--- src/rtl/axi_pkg.sv ---
// Shared encodings, FSM states and data pattern for the axi_mst generator.
package axi_pkg;

  localparam logic [1:0] BURST_INCR = 2'b01;
  localparam logic [1:0] RESP_OKAY  = 2'b00;

  typedef enum logic [2:0] {
    IDLE,
    AW,
    W,
    B,
    AR,
    R
  } state_e;

  function automatic logic [63:0] pat(
    input logic [63:0] addr,
    input logic [15:0] iter
  );
    return addr + {48'd0, iter};
  endfunction

endpackage

--- src/rtl/axi_mst_beat_cnt.sv ---
// Beat index within a burst, with a flag for the final beat.
module axi_mst_beat_cnt
  import axi_pkg::*;
#(
  parameter int LEN = 8,
  parameter int CW  = (LEN > 1) ? $clog2(LEN) : 1
) (
  input  logic          clk,
  input  logic          rst_n,
  input  logic          clr_i,
  input  logic          inc_i,
  output logic [CW-1:0] cnt_o,
  output logic          last_o
);

  logic [CW-1:0] cnt_q, cnt_d;

  assign last_o = (cnt_q == CW'(LEN - 1));
  assign cnt_o  = cnt_q;

  // Wrap to zero on the last beat so the next phase starts clean.
  always_comb begin
    cnt_d = cnt_q;
    if (clr_i || (inc_i && last_o)) begin
      cnt_d = '0;
    end else if (inc_i) begin
      cnt_d = cnt_q + CW'(1);
    end
  end

  always_ff @(posedge clk or negedge rst_n) begin
    if (!rst_n) begin
      cnt_q <= '0;
    end else begin
      cnt_q <= cnt_d;
    end
  end

endmodule

--- src/rtl/axi_mst.sv ---
// AXI4 master loop: write one INCR burst, read it back, advance address.
// Define AXI_MST_RD_CHECK_EN to add the read-data comparator (rd_data_err).
module axi_mst
  import axi_pkg::*;
#(
  parameter int          ADDR_W    = 32,
  parameter int          DATA_W    = 32,
  parameter int          ID_W      = 4,
  parameter int          BURST_LEN = 8,
  parameter int unsigned BASE_ADDR = 0,
  parameter int unsigned ADDR_SPAN = 4096
) (
  input  logic              clk,
  input  logic              rst_n,
  output logic [ID_W-1:0]   awid,
  output logic [ADDR_W-1:0] awaddr,
  output logic [7:0]        awlen,
  output logic [2:0]        awsize,
  output logic [1:0]        awburst,
  output logic              awvalid,
  input  logic              awready,
  output logic [DATA_W-1:0] wdata,
  output logic [DATA_W/8-1:0] wstrb,
  output logic              wlast,
  output logic              wvalid,
  input  logic              wready,
  input  logic [ID_W-1:0]   bid,
  input  logic [1:0]        bresp,
  input  logic              bvalid,
  output logic              bready,
  output logic [ID_W-1:0]   arid,
  output logic [ADDR_W-1:0] araddr,
  output logic [7:0]        arlen,
  output logic [2:0]        arsize,
  output logic [1:0]        arburst,
  output logic              arvalid,
  input  logic              arready,
  input  logic [ID_W-1:0]   rid,
  input  logic [DATA_W-1:0] rdata,
  input  logic [1:0]        rresp,
  input  logic              rlast,
  input  logic              rvalid,
  output logic              rready,
  output logic              resp_err,
`ifdef AXI_MST_RD_CHECK_EN
  output logic              rd_data_err,
`endif
  output logic [15:0]       iter_cnt
);

  localparam int SZ = $clog2(DATA_W / 8);
  localparam int CW = (BURST_LEN > 1) ? $clog2(BURST_LEN) : 1;
  localparam int unsigned BYTES = BURST_LEN * (DATA_W / 8);
  localparam logic [ADDR_W-1:0] A_BASE = ADDR_W'(BASE_ADDR);
  localparam logic [ADDR_W-1:0] A_END  = ADDR_W'(BASE_ADDR + ADDR_SPAN);
  localparam logic [ADDR_W-1:0] A_STEP = ADDR_W'(BYTES);

  state_e            state_q;
  logic [ADDR_W-1:0] addr_q, addr_d, addr_sum, beat_addr;
  logic [15:0]       iter_q;
  logic              awvalid_q, wvalid_q, bready_q;
  logic              arvalid_q, rready_q, resp_err_q;
  logic [CW-1:0]     beat;
  logic              beat_last, beat_inc, beat_clr;
  logic [DATA_W-1:0] beat_data;
  logic              w_fire, r_fire;

  assign w_fire   = wvalid_q && wready;
  assign r_fire   = rready_q && rvalid;
  assign beat_inc = w_fire || r_fire;
  assign beat_clr = (state_q == IDLE);

  axi_mst_beat_cnt #(
    .LEN (BURST_LEN),
    .CW  (CW)
  ) u_beat (
    .clk    (clk),
    .rst_n  (rst_n),
    .clr_i  (beat_clr),
    .inc_i  (beat_inc),
    .cnt_o  (beat),
    .last_o (beat_last)
  );

  // Same pattern drives W data and the expected R data.
  assign beat_addr = addr_q + (ADDR_W'(beat) << SZ);
  assign beat_data = DATA_W'(pat(64'(beat_addr), iter_q));

  assign addr_sum = addr_q + A_STEP;
  assign addr_d   = (addr_sum == A_END) ? A_BASE : addr_sum;

  always_ff @(posedge clk or negedge rst_n) begin
    if (!rst_n) begin
      state_q    <= IDLE;
      addr_q     <= A_BASE;
      iter_q     <= '0;
      awvalid_q  <= 1'b0;
      wvalid_q   <= 1'b0;
      bready_q   <= 1'b0;
      arvalid_q  <= 1'b0;
      rready_q   <= 1'b0;
      resp_err_q <= 1'b0;
    end else begin
      unique case (state_q)
        IDLE: begin
          awvalid_q <= 1'b1;
          state_q   <= AW;
        end
        AW: if (awready) begin
          awvalid_q <= 1'b0;
          wvalid_q  <= 1'b1;
          state_q   <= W;
        end
        W: if (w_fire && beat_last) begin
          wvalid_q <= 1'b0;
          bready_q <= 1'b1;
          state_q  <= B;
        end
        B: if (bvalid) begin
          if (bresp != RESP_OKAY) resp_err_q <= 1'b1;
          bready_q  <= 1'b0;
          arvalid_q <= 1'b1;
          state_q   <= AR;
        end
        AR: if (arready) begin
          arvalid_q <= 1'b0;
          rready_q  <= 1'b1;
          state_q   <= R;
        end
        R: if (r_fire) begin
          if (rresp != RESP_OKAY || rlast != beat_last) begin
            resp_err_q <= 1'b1;
          end
          // A misplaced rlast still closes the iteration.
          if (rlast || beat_last) begin
            rready_q <= 1'b0;
            iter_q   <= iter_q + 16'd1;
            addr_q   <= addr_d;
            state_q  <= IDLE;
          end
        end
        default: state_q <= IDLE;
      endcase
    end
  end

  assign awid     = '0;
  assign awaddr   = addr_q;
  assign awlen    = 8'(BURST_LEN - 1);
  assign awsize   = 3'(SZ);
  assign awburst  = BURST_INCR;
  assign awvalid  = awvalid_q;
  assign wdata    = beat_data;
  assign wstrb    = '1;
  assign wlast    = wvalid_q && beat_last;
  assign wvalid   = wvalid_q;
  assign bready   = bready_q;
  assign arid     = '0;
  assign araddr   = addr_q;
  assign arlen    = 8'(BURST_LEN - 1);
  assign arsize   = 3'(SZ);
  assign arburst  = BURST_INCR;
  assign arvalid  = arvalid_q;
  assign rready   = rready_q;
  assign resp_err = resp_err_q;
  assign iter_cnt = iter_q;

`ifdef AXI_MST_RD_CHECK_EN
  logic rd_err_q;

  always_ff @(posedge clk or negedge rst_n) begin
    if (!rst_n) begin
      rd_err_q <= 1'b0;
    end else if (r_fire && (rdata != beat_data || rid != '0)) begin
      rd_err_q <= 1'b1;
    end
  end

  assign rd_data_err = rd_err_q;

  logic unused_in;
  assign unused_in = ^bid;
`else
  logic unused_in;
  assign unused_in = ^{bid, rid, rdata};
`endif

endmodule
--- config.mk ---
export PLATFORM = sky130hd
export DESIGN_NAME = axi_mst
export DESIGN_NICKNAME = d
export VERILOG_FILES = /design/src/rtl/axi_pkg.sv /design/src/rtl/axi_mst_beat_cnt.sv /design/src/rtl/axi_mst.sv
export SDC_FILE = /design/constraint.sdc
export NUM_CORES = 1
export LEC_CHECK = 0
export CAP_MARGIN = 0
export CORE_MARGIN = 8
export CORE_UTILIZATION = 48
export DETAILED_ROUTE_END_ITERATION = 6
export PLACE_DENSITY = 0.94
export SYNTH_ARGS = -nofsm -noshare
export SYNTH_HDL_FRONTEND = slang
export SYNTH_SLANG_ARGS = --single-unit
--- constraint.sdc ---
create_clock -name clk -period 8.9 [get_ports clk]
set_clock_uncertainty 0.2 [all_clocks]
set_input_delay 2.225 -clock clk [delete_from_list [all_inputs] [get_ports clk]]
set_output_delay 2.225 -clock clk [all_outputs]
set_load 0.02 [all_outputs]
==> metrics list, run 1 <==
- Of all flip-flops after synthesis, the portion carrying an async set or reset was 1.000.
* Overall Global Routing Usage: 0.1873
* Slew of the pin with the lowest slew margin: 0.8935 ns
* Rel. slew slack: 0.4043
* Chip Width: 118.2 µm
- Data required time of the critical path: 6.48 ns
- The number of hold violations in the final report came to 0.
- Area inside the core boundary: 10230 µm²
- After detailed routing, the average wire length per cell comes to 16.91 µm.
- After technology mapping, the gate count stands at 587.
- For this run, the slowest stage of the critical path takes 0.64 ns.
- DR DRC count: 0
- Yosys synthesis warning count: 0
- Area after detailed placement: 5801 µm²
- The final route contains 4437 vias.
- Input and output buffers added on the ports amount to 120.
- The count of cells in the finished layout, fillers not included, comes to 789.
* Clock tree from TritonCTS: yes
- Before CTS, the worst setup slack after placement is 2.673 ns.
- Distinct cells, synth: 59
- Clock insertion delay at the later pin of the skew report: 0.33 ns
- The count of pins over their slew limit is 0.
* Average cell area after synthesis: 8.532 µm²
- Among all cell types in the netlist, the one instantiated most often is buf_4.
- In this run the cell area of the synthesized design comes to 5009 µm².
- Sequential area share after synthesis: 0.2748
- Series of cell instances along the critical path: ha_1, ha_1, a2111oi_0, o21ai_1, a31oi_1, o21a_1, mux2_2, nand3_1, clkdlybuf4s50_1
- The most numerous cell type found on the critical path is ha_1.
- Count of final setup violators: 0
- Type of the setup path with the least slack: register to output port
* Max Root-Sink Buffers: 2
- The number of setup buffers added after CTS is 0.
- For this configuration, the core starts out at a cell density of 0.4895.
- Maximum VDD drop: 122.3 µV
- The routed design could run at a clock period as short as 6.619 ns.
* Run status: finished clean
* Slowest-stage cell, CP: clkdlybuf4s50_1
- Final Wtd Congestion: 0.8699
* Detail Placement HPWL: 10.32 mm
- In the final design database the tool counted 740 nets.
* Cell taking the most area after synthesis: dfrtp_1
- The worst setup path is launched from a register.
- Including well taps, the total number of placed cells is 781.
- In the post-synthesis netlist, the biggest area contributors are dfrtp_1, buf_4, ha_1, xnor2_1, xor2_1.
- Maximum number of pins on one net before global-route repair: 56
- #FFs+latches synth: 55
* Antenna viol nets, final: 0
- Relative to the synthesized area, the layout overhead comes to 17.86%.
* CP max FO: 17
- In the routed layout, each cell is associated on average with a via count of 5.624.
- CTS built an H-tree with a depth of 2.
* Count of clock tree sinks: 55
- The final layout contains routed wiring with a total length of 13.34 mm.
* Die height: 118.2 µm
- Dividing the final minimum period by the clock period gives 0.7437.
- FMAX: 151.1 MHz
- RSZ-0062 raised after global routing: no
- Path class of the lowest-slack min-delay path: register to register
- Clock tree synthesis selected as its root buffer the cell clkbuf_8.
- Final worst hold slack: 0.2960 ns
* Post-route cell area: 5903 µm²
* Number of placed I/O pins: 209
- In this run, post-CTS repair resized a total of 0 instances.
* GR Overflow Total: 0
- In this run, the number of DRC markers left after iteration 0 of detailed routing was 307.
- Row generation in the floorplan step produced 37 rows.
* Critical path capture point type: output port
* Vias in the first global route: 4393
* Critical path data arrival time: 4.19 ns
* First-pass DRT Iterations: 5
* Global-route wire length before repair: 22.29 mm
- Clock-pin slew was measured on the worst setup and hold paths at 0.11 ns.
* Post-synth EDFFs: 0
- Yosys top cell area share: 0.2748
* Dominant register cell in the synthesized netlist: dfrtp_1
- Die Area: 13960 µm²
- Of the cells placed in the final design, the portion with a size suffix greater than 1 is 0.03522.
* CTS Hold Buffers Added: 0
- After layout, the worst setup slack is 2.281 ns.
* Maxcap violations: 0
- Power comes to 0.6944 mW.
- Leakage power of the design: 2.671 nW
- Post-synth top cells: buf_4, dfrtp_1, nand2_1
- The initial antenna violation count came to 0.
- Buffers inserted during clock tree synthesis total 5.
* Total Neg Setup Slack: 0 ns
- Ant diodes: 0
- For this design the ratio of total power to cell area is 117.6 nW/µm².
- Once layout is complete, the utilization of the core stands at 0.5770.
cells by family after synthesis:
logic type	count (synthesis)	share of synthesized area
xor gates and xnor gates	72	0.1274
DFF	55	0.2748
adders and majority gates	36	0.08993
muxes	3	0.006495
AOI/OAI and AO/OA	85	0.1139
buffers and inverters	123	0.1619
and+or+nand+nor	211	0.2241
other	2	0.001499
flip-flops by register name (all words and copies together), names as in the netlist:
| register | count |
|---|---|
| awvalid | 1 |
| state_q | 3 |
| resp_err | 1 |
| u_beat.cnt_o | 3 |
| arvalid | 1 |
| bready | 1 |
| wvalid | 1 |
| araddr | 27 |
| iter_cnt | 16 |
| rready | 1 |
layout make-up:
type | instances | area [µm²]
Tap cell | 136 | 170.2
Fill cell | 885 | 4328
Timing Repair Buffer | 122 | 1211
Clock buffer | 6 | 82.58
Inverter | 12 | 45.04
Multi-Input combinational cell | 456 | 2998
Clock inverter | 2 | 20.02
Sequential cell | 55 | 1376
layer usage:
metal,track usage,wire (µm),share of wire,vias to the layer above
met1,0.2258,5324,0.40,2122
met4,0.05604,235,0.018,0
met3,0.04807,1070,0.080,22
met2,0.3215,6708,0.50,233
met5,0,0,0,-
li1,-,-,-,2060
placed cells by master, fill, tap and decap left out, types with 3 or more instances in the layout:
master and count:
nand2b_1 3, o31ai_1 3, conb_1 49, nor2b_1 6, xnor2_1 42, a311o_1 6
ha_1 36, o21bai_1 4, xor2_1 29, nand3_1 34, nor2_1 36, nor4_1 9
or3_1 4, and2_1 5, and4_1 4, nand4_1 17, dfrtp_1 55, or4_1 5
a21o_1 5, o21ai_0 18, and3_1 8, inv_1 12, clkdlybuf4s50_1 119, clkbuf_8 6
a21oi_1 16, nor3_1 17, nand2_1 51, a31oi_1 11, a22o_1 4
final timing paths:
path / from / to / slack, ns / cells past startpoint
worst max-delay path: araddr[8] / wdata[31] / 2.28 / 9
worst min-delay path: resp_err / resp_err / 0.30 / 1
worst max register to register: u_beat.cnt_o[0] / iter_cnt[12] / 5.69 / 11
worst min register to register: resp_err / resp_err / 0.30 / 1
max in group asynchronous: rst_n / araddr[22] / 6.18 / 2
min in group asynchronous: rst_n / araddr[27] / 1.82 / 2
critical path, delay by kind of cell, from the launching register on:
kind | cells | cell delay (ns)
flops | 1 | 0.61
fa+ha+maj | 2 | 0.66
buf+inv | 1 | 0.64
mux | 1 | 0.40
compound gates | 4 | 1.48
simple gates | 1 | 0.07
power breakdown:
part | internal, mW | switching [mW]
clock | 0.0659 | 0.0931
combinational | 0.0930 | 0.126
sequential | 0.274 | 0.0427
total | 0.433 | 0.262
Note: power is estimated with default switching activity, not from simulation.
==> run 2: changes to the inputs <==
- CORE_UTILIZATION: 48 -> 40
- PLACE_DENSITY: 0.94 -> 0.84
- clock period: 8.9 -> 5.7 ns (I/O delays scaled with it)
==> metrics list, run 2 (synthesis results as in run 1) <==
- Synth-to-Final Area Change: 21.68%
- Final worst hold slack: 0.2866 ns
- Overall Global Routing Usage: 0.1507
- The via count of the first global-routing pass came to 4070.
* Number of placed I/O pins: 209
- The total overflow left after global routing is 0.
* Leakage power of the design: 2.748 nW
- Data required time of the critical path: 4.07 ns
* Clock insertion delay at the later pin of the skew report: 0.30 ns
- Critical path capture point type: output port
- Gates resized during post-CTS repair numbered 0.
- In the final layout, the share of cells above drive strength 1 is 0.04539.
- The highest layer touched by signal routing is met4.
- The design draws 1.235 mW.
- Placed instance count: 825
- Along the worst path, the maximum fanout reaches 15.
- Port buffering added 120 buffers.
- Post-CTS setup repair buffer count: 0
- First-pass DRT Iterations: 4
- After detailed placement, the total cell area comes to 5906 µm².
- Nets: 748
- The initial utilization of the core area, before any placement, comes to 0.4034.
- Area occupied by multi-input gates: 2998 µm²
- Leaving out fill and tap cells, the most frequent cells in the layout are clkdlybuf4s50_1, dfrtp_1, nand2_1.
- CTS Hold Buffers Added: 0
- Worst slack at placement: 0.5585 ns
* Vias after detailed routing: 4280
- Across all register-to-register paths, the minimum setup slack is 2.80 ns.
- Metal1 wirelength: 5.477 mm
* FMAX: 182.8 MHz
* Maximum number of pins on one net before global-route repair: 56
* Path class of the lowest-slack min-delay path: register to register
* Power density cells: 202.6 nW/µm²
- Site Rows: 41
- Final cycle utilization of the critical path: 0.9597
* Number of standard cells in the layout, taps in and fillers out: 833
- For the pin with the worst max-slew slack, the measured transition is 0.7205 ns.
- Cell at the root of the clock tree: clkbuf_16
* Clock-pin transition on the worst setup and hold timing paths: 0.07 ns
- Final wirelength: 12.72 mm
- The die covers 16360 µm².
- After routing the design area is 6095 µm².
- Worst setup slack after layout: 0.2295 ns
- The filler cells instantiated in the layout total 1225.
- Detail Placement HPWL: 9.860 mm
- Sequential cell area: 1376 µm²
- The first routing iteration left 253 violations.
* Maximum VDD drop: 192.6 µV
* Vias per std cell: 5.138
- 0 antenna diodes ended up in the layout.
- Setup repair after global routing left no endpoint under its margin.
- The floorplan step set the die width to 127.9 µm.
- In this run the critical register-to-register path is launched from u_beat.cnt_o[0].
- The region available for standard cell placement spans 12410 µm².
* Final Wtd Congestion: 0.8533
- Rel. slew slack: 0.5197
- Worst hold path startpoint: resp_err
- Number of buffers added by the clock tree synthesis step: 5
* Launching instance or port of the critical path: iter_cnt[8]
- H-tree levels: 2
- Met3 routed wirelength: 954 µm
- TritonCTS built the clock tree.
- The longest clock path from root to sink contains 2 buffers.
- Antenna violations before repair: 0
- Global-route wire length before repair: 20.21 mm
* Met2 routed WL: 6.077 mm
* Count of final setup violators: 0
- The register with the most flip-flops in the layout has 27 of them.
- The detail route stage leaves a number of antenna-violating nets equal to 0.
* Routed length per instance: 15.27 µm
- The smallest clock period supported by the final layout is computed as 5.470 ns.
- The number of hold violations in the final report is 0.
* Run status: finished clean
* Critical path data arrival time: 3.85 ns
- Leaving out fill and tap cells, the most frequent cell in the layout is clkdlybuf4s50_1.
* DR DRC count: 0
- Crit path launch type: register
* Maxcap violations: 0
- Type of the setup path with the least slack: register to output port
* Final core occ: 0.4909
* Die height: 127.9 µm
* Count of clock tree sinks: 55
- After routing, the total negative slack on setup checks comes to 0 ns.
- The count of pins over their slew limit is 0.
[run 2: cell count changes in the layout (fill, tap and decap cells not counted), sizes merged]
cell    before  now
bufinv       0    2
inv         13   12
clkinv       1    0
buf          3   11
[run 2: area by class of cell]
class / count / area share
well taps: 172 / 0.03531
inverters: 12 / 0.007391
clock buffers: 6 / 0.02115
repair buffers: 130 / 0.2086
multi-input cells: 456 / 0.4919
flip-flops and latches: 55 / 0.2258
clock inverters: 2 / 0.009854
[run 2: path summary, 6_finish.rpt]
kind,depth (start not counted),to
worst max-delay path,9,wdata[31]
worst min-delay path,1,resp_err
worst max register to register,9,araddr[11]
worst min register to register,1,resp_err
max in group asynchronous,2,araddr[28]
min in group asynchronous,2,iter_cnt[5]
[run 2: power breakdown]
| group | switching, mW | internal [mW] | total (mW) |
|---|---|---|---|
| registers | 0.0653 | 0.428 | 0.493 |
| clock network | 0.145 | 0.252 | 0.397 |
| logic | 0.198 | 0.146 | 0.345 |
[run 2: metal layers]
metal,track usage,vias up
met3,0.04493,19
met4,0.04196,0
met2,0.2545,145
met5,0,-
li1,-,2076
met1,0.1814,2040
[run 2: worst max-delay path: stages (launching register included)]
cell and delay [ns]:
dfrtp_1 0.43, ha_1 0.29, ha_1 0.34, a2111oi_0 0.40
o21ai_1 0.17, a31oi_1 0.33, o21a_1 0.50, mux2_2 0.40
nand3_1 0.08, clkdlybuf4s50_1 0.61
==> run 3: changes to the inputs <==
- ABC_CLOCK_PERIOD_IN_PS: not set -> 5700
==> results of run 3 <==
Final layout, timing and power as in run 2 (identical DEF).
